$ cat src/rtl/calc_pkg.sv
// Shared encodings for the sequential calculator.
// Operation codes and FSM state type.
package calc_pkg;

   localparam logic [1:0] OP_ADD = 2'b00;
   localparam logic [1:0] OP_SUB = 2'b01;
   localparam logic [1:0] OP_MUL = 2'b10;

   typedef enum logic [1:0] {
      IDLE,
      ADDSUB,
      MUL,
      FINISH
   } state_e;

endpackage

$ cat src/rtl/seq_shift_add_mult.sv
// Iterative shift-add unsigned multiplier datapath.
// One partial product per step; W steps per product.
module seq_shift_add_mult
   import calc_pkg::*;
#(
   parameter int W = 8
) (
   input  logic           clk,
   input  logic           reset,
   input  logic           load,
   input  logic           step,
   input  logic [W-1:0]   m,
   input  logic [W-1:0]   q,
   output logic [2*W-1:0] product,
   output logic           last
);

   localparam int CW = $clog2(W);

   logic [W-1:0]  acc_q, acc_d;
   logic [W-1:0]  mq_q, mq_d;
   logic [W-1:0]  m_q, m_d;
   logic [CW-1:0] cnt_q, cnt_d;
   logic [W:0]    sum;

   // load clears the accumulator; step adds and shifts right
   always_comb begin
      acc_d = acc_q;
      mq_d  = mq_q;
      m_d   = m_q;
      cnt_d = cnt_q;
      sum   = {1'b0, acc_q} + {1'b0, (mq_q[0] ? m_q : '0)};
      if (load) begin
         acc_d = '0;
         mq_d  = q;
         m_d   = m;
         cnt_d = '0;
      end else if (step) begin
         acc_d = sum[W:1];
         mq_d  = {sum[0], mq_q[W-1:1]};
         cnt_d = cnt_q + 1'b1;
      end
   end

   // datapath registers
   always_ff @(posedge clk) begin
      if (reset) begin
         acc_q <= '0;
         mq_q  <= '0;
         m_q   <= '0;
         cnt_q <= '0;
      end else begin
         acc_q <= acc_d;
         mq_q  <= mq_d;
         m_q   <= m_d;
         cnt_q <= cnt_d;
      end
   end

   assign last    = (cnt_q == CW'(W - 1));
   assign product = {acc_q, mq_q};

endmodule

$ cat src/rtl/seq_calc.sv
// Clocked W-bit add/sub/multiply with start/done handshake.
// Optional zero flag output: SEQ_CALC_ZERO_FLAG_EN.
module seq_calc
   import calc_pkg::*;
#(
   parameter int W = 8
) (
   input  logic           clk,
   input  logic           reset,
   input  logic           start,
   input  logic [W-1:0]   x,
   input  logic [W-1:0]   y,
   input  logic [1:0]     op_sel,
   output logic           busy,
   output logic           done,
   output logic [2*W-1:0] result,
   output logic           carry_out,
   output logic           overflow
`ifdef SEQ_CALC_ZERO_FLAG_EN
   ,output logic          zero
`endif
);

   state_e         state_q, state_d;
   logic           busy_q, busy_d;
   logic           done_q, done_d;
   logic [2*W-1:0] result_q, result_d;
   logic           carry_q, carry_d;
   logic           ovf_q, ovf_d;
   logic [W-1:0]   x_q, x_d;
   logic [W-1:0]   y_q, y_d;
   logic [1:0]     op_q, op_d;
   logic [W-1:0]   as_sum_q, as_sum_d;
   logic           as_c_q, as_c_d;
   logic           as_v_q, as_v_d;
`ifdef SEQ_CALC_ZERO_FLAG_EN
   logic           zero_q, zero_d;
`endif

   logic           mul_load;
   logic           mul_step;
   logic           mul_last;
   logic [2*W-1:0] mul_prod;

   logic [W-1:0]   b_eff;
   logic [W:0]     as_full;

   seq_shift_add_mult #(.W(W)) u_mult (
      .clk     (clk),
      .reset   (reset),
      .load    (mul_load),
      .step    (mul_step),
      .m       (x),
      .q       (y),
      .product (mul_prod),
      .last    (mul_last)
   );

   // add/sub on captured operands; op_q[0] selects subtract
   always_comb begin
      b_eff   = y_q ^ {W{op_q[0]}};
      as_full = {1'b0, x_q} + {1'b0, b_eff} + (W+1)'(op_q[0]);
   end

   // next-state and registered-output logic
   always_comb begin
      state_d  = state_q;
      done_d   = 1'b0;
      result_d = result_q;
      carry_d  = carry_q;
      ovf_d    = ovf_q;
      x_d      = x_q;
      y_d      = y_q;
      op_d     = op_q;
      as_sum_d = as_sum_q;
      as_c_d   = as_c_q;
      as_v_d   = as_v_q;
      mul_load = 1'b0;
      mul_step = 1'b0;
`ifdef SEQ_CALC_ZERO_FLAG_EN
      zero_d   = zero_q;
`endif
      unique case (state_q)
         IDLE: begin
            if (start) begin
               x_d      = x;
               y_d      = y;
               op_d     = op_sel;
               mul_load = 1'b1;
               state_d  = op_sel[1] ? MUL : ADDSUB;
            end
         end
         ADDSUB: begin
            as_sum_d = as_full[W-1:0];
            as_c_d   = as_full[W];
            as_v_d   = (x_q[W-1] == b_eff[W-1]) &&
                       (as_full[W-1] != x_q[W-1]);
            state_d  = FINISH;
         end
         MUL: begin
            mul_step = 1'b1;
            if (mul_last) state_d = FINISH;
         end
         FINISH: begin
            done_d = 1'b1;
            if (op_q[1]) begin
               result_d = mul_prod;
               carry_d  = 1'b0;
               ovf_d    = |mul_prod[2*W-1:W];
            end else begin
               result_d = {{W{1'b0}}, as_sum_q};
               carry_d  = as_c_q;
               ovf_d    = as_v_q;
            end
`ifdef SEQ_CALC_ZERO_FLAG_EN
            zero_d = (result_d == '0);
`endif
            state_d = IDLE;
         end
         default: state_d = IDLE;
      endcase
      busy_d = (state_d != IDLE);
   end

   // state and output registers
   always_ff @(posedge clk) begin
      if (reset) begin
         state_q  <= IDLE;
         busy_q   <= 1'b0;
         done_q   <= 1'b0;
         result_q <= '0;
         carry_q  <= 1'b0;
         ovf_q    <= 1'b0;
         x_q      <= '0;
         y_q      <= '0;
         op_q     <= OP_ADD;
         as_sum_q <= '0;
         as_c_q   <= 1'b0;
         as_v_q   <= 1'b0;
`ifdef SEQ_CALC_ZERO_FLAG_EN
         zero_q   <= 1'b0;
`endif
      end else begin
         state_q  <= state_d;
         busy_q   <= busy_d;
         done_q   <= done_d;
         result_q <= result_d;
         carry_q  <= carry_d;
         ovf_q    <= ovf_d;
         x_q      <= x_d;
         y_q      <= y_d;
         op_q     <= op_d;
         as_sum_q <= as_sum_d;
         as_c_q   <= as_c_d;
         as_v_q   <= as_v_d;
`ifdef SEQ_CALC_ZERO_FLAG_EN
         zero_q   <= zero_d;
`endif
      end
   end

   assign busy      = busy_q;
   assign done      = done_q;
   assign result    = result_q;
   assign carry_out = carry_q;
   assign overflow  = ovf_q;
`ifdef SEQ_CALC_ZERO_FLAG_EN
   assign zero      = zero_q;
`endif

endmodule

$ cat config.mk
export PLATFORM = sky130hd
export DESIGN_NAME = seq_calc
export DESIGN_NICKNAME = d
export VERILOG_FILES = /design/src/rtl/calc_pkg.sv /design/src/rtl/seq_shift_add_mult.sv /design/src/rtl/seq_calc.sv
export SDC_FILE = /design/constraint.sdc
export NUM_CORES = 1
export LEC_CHECK = 0
export CAP_MARGIN = 20
export CORE_ASPECT_RATIO = 1.2
export CORE_UTILIZATION = 50
export CTS_BUF_LIST = sky130_fd_sc_hd__clkbuf_8
export CTS_CLUSTER_SIZE = 30
export DETAILED_ROUTE_END_ITERATION = 12
export HOLD_SLACK_MARGIN = 0.05
export PLACE_DENSITY = 0.72
export SLEW_MARGIN = 20
export SYNTH_ARGS = -nofsm -noshare
export SYNTH_HDL_FRONTEND = slang
export SYNTH_HIERARCHICAL = 1
export SYNTH_SLANG_ARGS = --single-unit
export TNS_END_PERCENT = 10
$ cat constraint.sdc
create_clock -name clk -period 4.6 [get_ports clk]
set_clock_uncertainty 0.1 [all_clocks]
set_input_delay 1.38 -clock clk [delete_from_list [all_inputs] [get_ports clk]]
set_output_delay 1.38 -clock clk [all_outputs]
set_load 0.005 [all_outputs]
==> impl_metrics.yaml <==
place:
  place_area_sq_um: 4250
  dp.final_hpwl_um: 5790
  numPortBuffers: 40
  place_ws_ns: 1.06
  gp_congestion: 0.815
final_layout:
  final_nets: 513
  drive_gt1_share_pct: 6.57
  syn2layout_area_growth_pct: 15.6
  diodes: 0
  fin_util_pct: 60.4
  fin_area_sq_um: 4440
floorplanning:
  ios: 41
  num_rows: 34
  dieWidth_um: 82.0
  start_util_pct: 52.2
  core_area_sq_um: 7360
  die_y_um: 98.0
  die-area_sq_um: 8040
drt:
  wire_per_inst_um: 14.5
  wirelength_um: 8140
  num_vias: 3083
  drc: 0
  dr.pass1.iters: 4
  drt_iter0_drc: 172
  final_antenna_net_count: 0
  vias_per_cell: 5.49
clocking:
  clk_pin_slew_worst_paths_ns: 0.08
  cts_buffer_depth: 2
  htree_levels: 3
  cts-root-buf: "clkbuf_8"
  hold_buffers: 0
  clock-sinks: 77
  ctsResizeCount: 0
  cts_buffers: 9
  cts_tree: "yes"
  post_cts_buffers: 0
  insertion_delay_ns: 0.34
sta:
  finalCritPeriodShare_pct: 69.1
  slew_violations: 0
  final-hold-violation-count: 0
  fin_tns_setup_ns: 0
  rsz0062_at_grt: "false"
  slew-limit-headroom_pct: 37.3
  layout_setup_ws_ns: 1.42
  max_freq_ghz: 0.314
  setup_viol: 0
  worst_slew_pin_slew_ns: 0.941
  min_period_ns: 3.18
synthesis:
  yosysMostFrequentCell: "dfxtp_1"
  yosys-top-cells-count: "77 x dfxtp_1, 59 x nor2_1, 45 x a21oi_1"
  syn_avg_cell_area_sq_um: 8.79
  yosys.area.top_type: "dfxtp_1"
  postSynthCellCount: 437
  yosys_register_bits: 77
  synth_edf_count: 0
  syn_area_sq_um: 3840
  synth-seq-area-share_pct: 40.1
  synth_fp_nets: 482
  synth.top_cell.area_share_pct: 40.1
  ys_warn_count: 6
  ys_types: 54
  async_reset_ff_share_pct: 0
  ys.flop_type: "dfxtp_1"
  netlist_top_cells_area: "dfxtp_1 40%, mux2i_1 8.1%, ha_1 7.2%, a21oi_1 5.9%, nor2_1 5.8%"
hold_path:
  hold_class: "reg2reg"
setup_path:
  crit_family: "buffers and inverters"
  worstPathCellList: "clkdlybuf4s50_1 > nand2_1 > buf_4 > clkinv_1 > or2_1 > nor3b_1 > a41o_1"
  cp_data_required_time_ns: 4.80
  r2r_setup_slack_ns: 2.16
  cpMaxStageDelayCell: "clkdlybuf4s50_1"
  endpoint_kind: "flop"
  critPathLaunchType: "primary input"
  worstPathBufferInverterCount: 3
  crit_type: "in2reg"
  worstPathArrival_ns: 3.38
  max_stage_delay_ns: 0.49
  cp_max_fo: 19
grt:
  grt_start_max_net_pins: 43
  grt_overflow: 0
  grt_pass1_vias: 2894
  grt_antenna_before_repair: 0
  grt_pass1_wl_um: 13700
  grt_util_all_layers_pct: 22.4
status:
  status: "finished clean"
power_and_ir_drop:
  leakagePower_nw: 1.78
  power.density_nw_per_um2: 468
  ir_worst_vdd_mv: 0.274
run:
  maxCapViolations: 0
-- worst min-delay path, delay by kind of cell, from the launching register on --
kind / cells / cell delay [ns]
compound gates: 1 / 0.05
flops: 1 / 0.32
simple gates: 1 / 0.05
-- cells in the final DEF, fill, tap and decap left out, drive strengths merged, types with 4 or more instances in the layout --
| master | synthesis | layout |
|---|---|---|
| buf | 18 | 5 |
| nand3 | 11 | 11 |
| clkinv | 1 | 5 |
| a211o | 4 | 4 |
| ha | 22 | 22 |
| o21ai | 7 | 7 |
| and3 | 4 | 4 |
| nand2b | 5 | 5 |
| nand3b | 4 | 4 |
| o21a | 6 | 6 |
| nor2b | 11 | 11 |
| dfxtp | 77 | 77 |
| nor4 | 4 | 4 |
| clkbuf | 6 | 9 |
| and2 | 9 | 9 |
| xor2 | 7 | 7 |
| inv | 9 | 9 |
| nor3b | 4 | 4 |
| a21oi | 46 | 46 |
| mux2i | 32 | 32 |
| xnor2 | 5 | 5 |
| a211oi | 13 | 13 |
| nand2 | 44 | 44 |
| nor2 | 60 | 60 |
| clkdlybuf4s50 | 0 | 39 |
-- worst paths after layout --
check / depth (start not counted) / from / to
setup / recovery: 7 / start / u_mult/acc_q[5]$_SDFFE_PP0P_
hold / removal: 2 / y_q[2]$_SDFFE_PP0P_ / y_q[2]$_SDFFE_PP0P_
setup reg to reg: 8 / op_q[0]$_SDFFE_PP0P_ / as_sum_q[6]$_SDFFE_PP0P_
hold reg to reg: 2 / y_q[2]$_SDFFE_PP0P_ / y_q[2]$_SDFFE_PP0P_
-- layer usage --
layer / GRT usage (%) / wire (um) / share of wire (%) / up-vias
met5: 0 / 0 / 0 / -
met4: 8.10 / 105 / 1.3 / 0
met3: 3.93 / 258 / 3.2 / 9
met2: 34.3 / 3790 / 47 / 61
met1: 31.2 / 3990 / 49 / 1434
li1: - / - / - / 1579
-- power breakdown --
group / switching, mW / internal (mW)
sequential: 0.101 / 0.786
clock: 0.246 / 0.247
combinational: 0.392 / 0.309
total: 0.738 / 1.34
-- kinds of logic after synthesis --
kind of cell    count (synthesis)  share of synthesized area, %
flops                          77                          40.1
mux                            33                          8.73
simple gates                  166                          20.5
buf+inv                        34                          4.30
compound gates                 91                          15.4
xor+xnor                       12                          2.74
fa+ha+maj                      24                          8.21
-- cell type report --
type,instances,area (sq um)
flip-flops and latches,77,1540
multi-input cells,326,2140
clock inverters,6,65.1
repair buffers,44,425
inverters,10,37.5
clock buffers,9,124
fillers,648,2920
well taps,90,113
-- flip-flops by register name (all words and copies together), names as in the netlist, 2 cells and up --
name / cells
result: 16
as_sum_q: 8
u_mult/acc_q: 8
u_mult/m_q: 8
u_mult/mq_q: 8
x_q: 8
y_q: 8
u_mult/cnt_q: 3
op_q: 2
state_q: 2
-- metrics by stage --
step | instances | total power, mW | hold WS (ns)
2_1_floorplan | 437 | 1.42 | 0.340
3_3_place_gp | 547 | 1.58 | 0.358
3_5_place_dp | 547 | 1.60 | 0.361
4_1_cts | 562 | 2.09 | 0.372
5_1_grt | 562 | 2.23 | 0.394
6_report | 562 | 2.08 | 0.367
Note: power is estimated with default switching activity, not from simulation.
